File: config.mk
export PLATFORM = sky130hd
export DESIGN_NAME = wnaf_encoder
export DESIGN_NICKNAME = d
export VERILOG_FILES = /design/src/rtl/sm2_naf_pkg.sv /design/src/rtl/wnaf_digit.sv /design/src/rtl/wnaf_encoder.sv
export SDC_FILE = /design/constraint.sdc
export NUM_CORES = 2
export LEC_CHECK = 0
export ABC_AREA = 1
export BUFFER_PORTS_ARGS = -buffer_cell sky130_fd_sc_hd__buf_4
export CORE_AREA = 2 2 385 387
export DETAILED_ROUTE_END_ITERATION = 8
export DIE_AREA = 0 0 387 389
export GPL_TIMING_DRIVEN = 0
export PLACE_DENSITY_LB_ADDON = 0.15
export SYNTH_ARGS = -nofsm -noshare
export SYNTH_HDL_FRONTEND = slang
export SYNTH_HIERARCHICAL = 1
export SYNTH_SLANG_ARGS = --single-unit
File: constraint.sdc
create_clock -name clk -period 33.1 [get_ports clk]
set_input_delay 9.93 -clock clk [delete_from_list [all_inputs] [get_ports clk]]
set_output_delay 9.93 -clock clk [all_outputs]
set_load 0.1 [all_outputs]
File: src/rtl/sm2_naf_pkg.sv
// Shared types and constants for the SM2 wNAF scalar recoder.
package sm2_naf_pkg;

  typedef enum logic [2:0] {
    ST_IDLE = 3'b001,
    ST_RUN  = 3'b010,
    ST_FIN  = 3'b100
  } state_e;

  localparam int unsigned DIG_ZERO = 32'd0;
  localparam int unsigned DIG_ONE  = 32'd1;

  // Largest digit magnitude for window w: 2^(w-1) - 1.
  function automatic int unsigned dig_limit(input int unsigned w);
    return (32'd1 << (w - 32'd1)) - 32'd1;
  endfunction

endpackage

File: src/rtl/wnaf_digit.sv
// One wNAF step: signed digit for the current scalar and the scalar left after removing it.
module wnaf_digit
  import sm2_naf_pkg::*;
#(
  parameter int KW = 256,
  parameter int W  = 4
) (
  input  logic [KW:0]  k_cur_i,
  output logic [W-1:0] d_o,
  output logic [KW:0]  k_next_o
);

  localparam logic [W-1:0] LIM = W'(dig_limit(W));

  logic [W-1:0] r_s;
  logic [W-1:0] mag_s;

  assign r_s   = k_cur_i[W-1:0];
  assign mag_s = ~r_s + {{(W-1){1'b0}}, 1'b1};

  // Negative digits share the bit pattern of r, so only the k update differs.
  always_comb begin
    d_o      = W'(DIG_ZERO);
    k_next_o = k_cur_i >> 1'b1;
    if (!k_cur_i[0]) begin
      d_o      = W'(DIG_ZERO);
      k_next_o = k_cur_i >> 1'b1;
    end else if (r_s <= LIM) begin
      d_o      = r_s;
      k_next_o = (k_cur_i - (KW+1)'(r_s)) >> 1'b1;
    end else begin
      d_o      = r_s;
      k_next_o = (k_cur_i + (KW+1)'(mag_s)) >> 1'b1;
    end
  end

endmodule

File: src/rtl/wnaf_encoder.sv
// Streaming width-W NAF recoder: emits signed digits LSB-first over valid/ready.
module wnaf_encoder
  import sm2_naf_pkg::*;
#(
  parameter int KW = 256,
  parameter int W  = 4,
  parameter int LW = $clog2(KW + 2)
) (
  input  logic          clk,
  input  logic          rstn,
  input  logic          start,
  input  logic [KW-1:0] k,
  output logic          busy,
  output logic          dig_valid,
  input  logic          dig_ready,
  output logic [W-1:0]  dig_data,
  output logic          dig_last,
  output logic          done,
  output logic [LW-1:0] dlen
);

  generate
    if (W < 2 || W > 6) begin : g_bad_window
      $error("wnaf_encoder: W must be in 2..6");
    end
  endgenerate

  state_e        state_q;
  logic [KW:0]   k_cur_q;
  logic [KW:0]   k_cur_d;
  logic [W-1:0]  d_s;
  logic          last_s;
  logic [LW-1:0] cnt_q;
  logic [LW-1:0] dlen_q;
  logic          busy_q;
  logic          valid_q;
  logic          done_q;

  wnaf_digit #(.KW(KW), .W(W)) u_digit (
    .k_cur_i  (k_cur_q),
    .d_o      (d_s),
    .k_next_o (k_cur_d)
  );

  assign last_s = (k_cur_d == '0);

  // Control FSM; k_cur only advances on a handshake so a stalled digit stays put.
  always_ff @(posedge clk or negedge rstn) begin
    if (!rstn) begin
      state_q <= ST_IDLE;
      k_cur_q <= '0;
      cnt_q   <= '0;
      dlen_q  <= '0;
      busy_q  <= 1'b0;
      valid_q <= 1'b0;
      done_q  <= 1'b0;
    end else begin
      case (state_q)
        ST_IDLE: begin
          done_q <= 1'b0;
          if (start) begin
            k_cur_q <= {1'b0, k};
            cnt_q   <= '0;
            dlen_q  <= '0;
            busy_q  <= 1'b1;
            if (k != '0) begin
              state_q <= ST_RUN;
              valid_q <= 1'b1;
            end else begin
              state_q <= ST_FIN;
              done_q  <= 1'b1;
            end
          end
        end
        ST_RUN: begin
          if (valid_q && dig_ready) begin
            k_cur_q <= k_cur_d;
            cnt_q   <= cnt_q + LW'(DIG_ONE);
            if (last_s) begin
              state_q <= ST_FIN;
              valid_q <= 1'b0;
              done_q  <= 1'b1;
              dlen_q  <= cnt_q + LW'(DIG_ONE);
            end
          end
        end
        ST_FIN: begin
          state_q <= ST_IDLE;
          done_q  <= 1'b0;
          busy_q  <= 1'b0;
        end
        default: begin
          state_q <= ST_IDLE;
          busy_q  <= 1'b0;
          valid_q <= 1'b0;
          done_q  <= 1'b0;
        end
      endcase
    end
  end

  assign busy      = busy_q;
  assign dig_valid = valid_q;
  assign dig_data  = valid_q ? d_s : W'(DIG_ZERO);
  assign dig_last  = valid_q && last_s;
  assign done      = done_q;
  assign dlen      = dlen_q;

endmodule
==> summary.md <==
| Metric | Value |
|---|---|
| RSZ-0062 raised after global routing | false |
| H-tree Lvls | 2 |
| Worst path slowest cell | clkbuf_1 |
| Largest family of logic cells by synthesized area | simple AND/OR/NAND/NOR gates |
| Port Buf Inserts | roughly 280 |
| Post-synthesis xor/xnor area fraction | 0.0222 |
| DRC violations left | 0 |
| EDFF count, synth | 0 |
| Vias | between 60k and 70k |
| Area share of the largest cell type after synthesis | 0.332 |
| Post-synthesis mux area share | 0.00111 |
| DIE HEIGHT | 389 um |
| Die Footprint | 0.151 mm2 |
| Crit-path max FO | 39 |
| Nets | 11.1k |
| Fin crit share | 0.665 |
| Netlist cell types | 39 |
| Post-Syn Area per Cell | 4.99 um2 |
| Largest area contributor in the netlist | nand2_1 |
| Max-cap violations | 0 |
| Final Hold Vio Count | 0 |
| Total global-route track usage | 0.394 |
| Largest net degree at the start of global routing | 107 |
| Synthesized area | 0.0508 mm2 |
| Asr flop ratio synth | 1.00 |
| Kind of end point of the critical path | output port |
| Std cell rows | 141 |
| Slowest stage delay, CP | 1080 ps |
| Crit Path Category | register to output port |
| Worst-Margin Slew | 1440 ps |
| Clk slew on worst S/H paths | 60 ps |
| Initial DRC count | 5234 |
| Top FF cell, synth | dfrtp_1 |
| Most Frequent Cell on Critical Path | nand2_1 |
| Clock Tree Buf Depth | 3 |
| Final min period | 22010 ps |
| Routed len/inst | between 20 and 25 um |
| Die X | approximately 390 um |
| Layout area overhead | 12.0% |
| Clock root cell | clkbuf_16 |
| Post_cts resized | 0 |
| Final setup fails | 0 |
| Global-route wire length before repair | 421000 um |
| Vias per cell | slightly below 5 |
| Setup TNS | 0 ps |
| First-pass DRT Iterations | 6 |
| Startpoint Class | register |
| Layout cells sized above 1 | 0.0943 |
| Synthesized Nets | between 10k and 15k |
| Clk_lat worst skew | 670 ps |
| Required time of the critical path | 23170 ps |
| Yosys reg bits | 281 |
| Max-slew headroom | 0.0374 |
| Slew Limit Fails | 0 |
| Hold bufs inserted after CTS | 0 |
| CP arrival | 12080 ps |
| Top post-synthesis cells by area | nand2_1 33%, inv_1 15%, dfrtp_1 14% |
| Drt total wl | approximately 300000 um |
| Post-CTS setup buffers | 0 |
| Synth Area in Adders | 0.0719 |
| Antenna-violating nets left | 0 |
| Vias in the first global route | 58.8k |
| Area share of and/or/nand/nor cells after synthesis | 0.521 |
| Post-DP HPWL | between 200000 and 300000 um |
| Core area | 0.147 mm2 |
| Worst path buffer plus inverter count | 9 |
| YS warnings | 6 |
| Overflow after GRT | 0 |
| Total CTS buffers | 40 |
| Status | finished clean |
| Count leader, synth | nand2_1 |
| Complex-gate fraction of the synthesized area | 0.0706 |
| # IOs | 277 |
| Syn Inst Count | a little over 10k |
| Fmax | 0.0454 GHz |
| CTS Sinks | 281 |
| CTS tree | done |
| Initial antenna violation count | 11 |
| Starting Density | 0.347 |
| Final GP Congestion | 1.14 |
| Skew final | ~43 ps |
| Sequential area share after synthesis | 0.138 |
| Largest delay contributor family on the critical path | simple AND/OR/NAND/NOR gates |
| HP Class | register to register |
| Top cells by count, synth | 4503 x nand2_1, 1977 x inv_1, 1150 x nor2_1 |
## per-layer routing
metal | global-route usage | share of wire | routed length, um
met3 | 0.0533 | 0.058 | 17800
met1 | 0.465 | 0.40 | 123000
met5 | 0 | 0.000033 | 10
met2 | 0.648 | 0.45 | 136000
met4 | 0.308 | 0.092 | 28200
## final timing paths
check	start	endpoint	slack, ps	cells after the start
max in group asynchronous	rstn	k_cur_q[221]	22700	2
worst max-delay path	k_cur_q[0]	dig_last	11090	36
worst min register to register	dlen[8]	dlen[8]	480	2
min in group asynchronous	rstn	k_cur_q[35]	9260	1
worst max register to register	k_cur_q[0]	dlen[4]	21200	38
worst min-delay path	dlen[8]	dlen[8]	480	2
## cell type report
cell class | instances | area, um2
clock buffers | 55 | 1130
flip-flops and latches | 281 | 7030
clock inverters | 18 | 240
diodes | 9 | 22.5
fillers | 17391 | 89700
plain buffers | 176 | 767
repair buffers | 283 | 2260
multi-input cells | 7568 | 35000
well taps | 1930 | 2410
inverters | 2160 | 8110
## logic make-up (layout without fill, tap and decap cells)
group                      count (synthesis)  count (layout)
other                                      1              10
AOI/OAI and AO/OA                        642             642
xor gates and xnor gates                 129             129
adders and majority gates                292             292
DFF                                      281             281
buffers and inverters                   2336            2692
and+or+nand+nor                         6499            6499
muxes                                      5               5
## cell usage in the layout, fill, tap and decap left out, types with 6 or more instances in the layout
| cell type | Yosys | final |
|---|---|---|
| buf_2 | 66 | 66 |
| a31oi_1 | 256 | 256 |
| nand4_1 | 39 | 39 |
| xnor2_1 | 127 | 127 |
| clkbuf_16 | 0 | 41 |
| nor2_4 | 38 | 38 |
| dfrtp_1 | 280 | 280 |
| and2_1 | 9 | 9 |
| nor3_1 | 42 | 42 |
| nand3b_1 | 36 | 36 |
| nor2_2 | 222 | 222 |
| clkbuf_1 | 97 | 103 |
| buf_16 | 0 | 6 |
| nand3_2 | 31 | 31 |
| o21bai_1 | 18 | 18 |
| nand2_1 | 4503 | 4500 |
| ha_1 | 292 | 292 |
| a21oi_1 | 205 | 205 |
| o21ai_0 | 102 | 102 |
| buf_1 | 8 | 8 |
| buf_4 | 4 | 279 |
| inv_1 | 1977 | 1977 |
| o21ai_1 | 56 | 56 |
| nand3_1 | 334 | 334 |
| diode_2 | 0 | 9 |
| nor3_2 | 24 | 24 |
| clkinv_2 | 0 | 6 |
| nor2_1 | 1150 | 1150 |
| inv_2 | 178 | 178 |
| nand2_2 | 66 | 66 |
## registers in the layout (all words and copies together), names as in the netlist
name / cells
k_cur_q: 257
cnt_q: 9
dlen: 9
state_q: 3
busy: 1
dig_valid: 1
done: 1
## worst reg2reg max path, delay by kind of cell, from the launching register on
kind	cells	cell delay, ps
DFF	1	410
buffers and inverters	8	3930
xor gates and xnor gates	1	130
adders and majority gates	2	810
and+or+nand+nor	27	6510
## metrics by stage
stage | std cells | instance area [um2] | util | setup slack [ps] | hold WS [ps]
2_1_floorplan | 10185 | 50800 | - | 14690 | 507
3_3_place_gp | 12391 | 55300 | 0.377 | 7630 | 464
3_5_place_dp | 12398 | 55600 | 0.379 | 12160 | 464
4_1_cts | 12471 | 56900 | 0.388 | 11430 | 483
5_1_grt | 12473 | 56900 | 0.388 | 11100 | 511
6_report | 12480 | 56900 | 0.388 | 11090 | 478
Power is not shown: default switching activity piles up to over one toggle a cycle in this logic, so the estimate is an artifact.
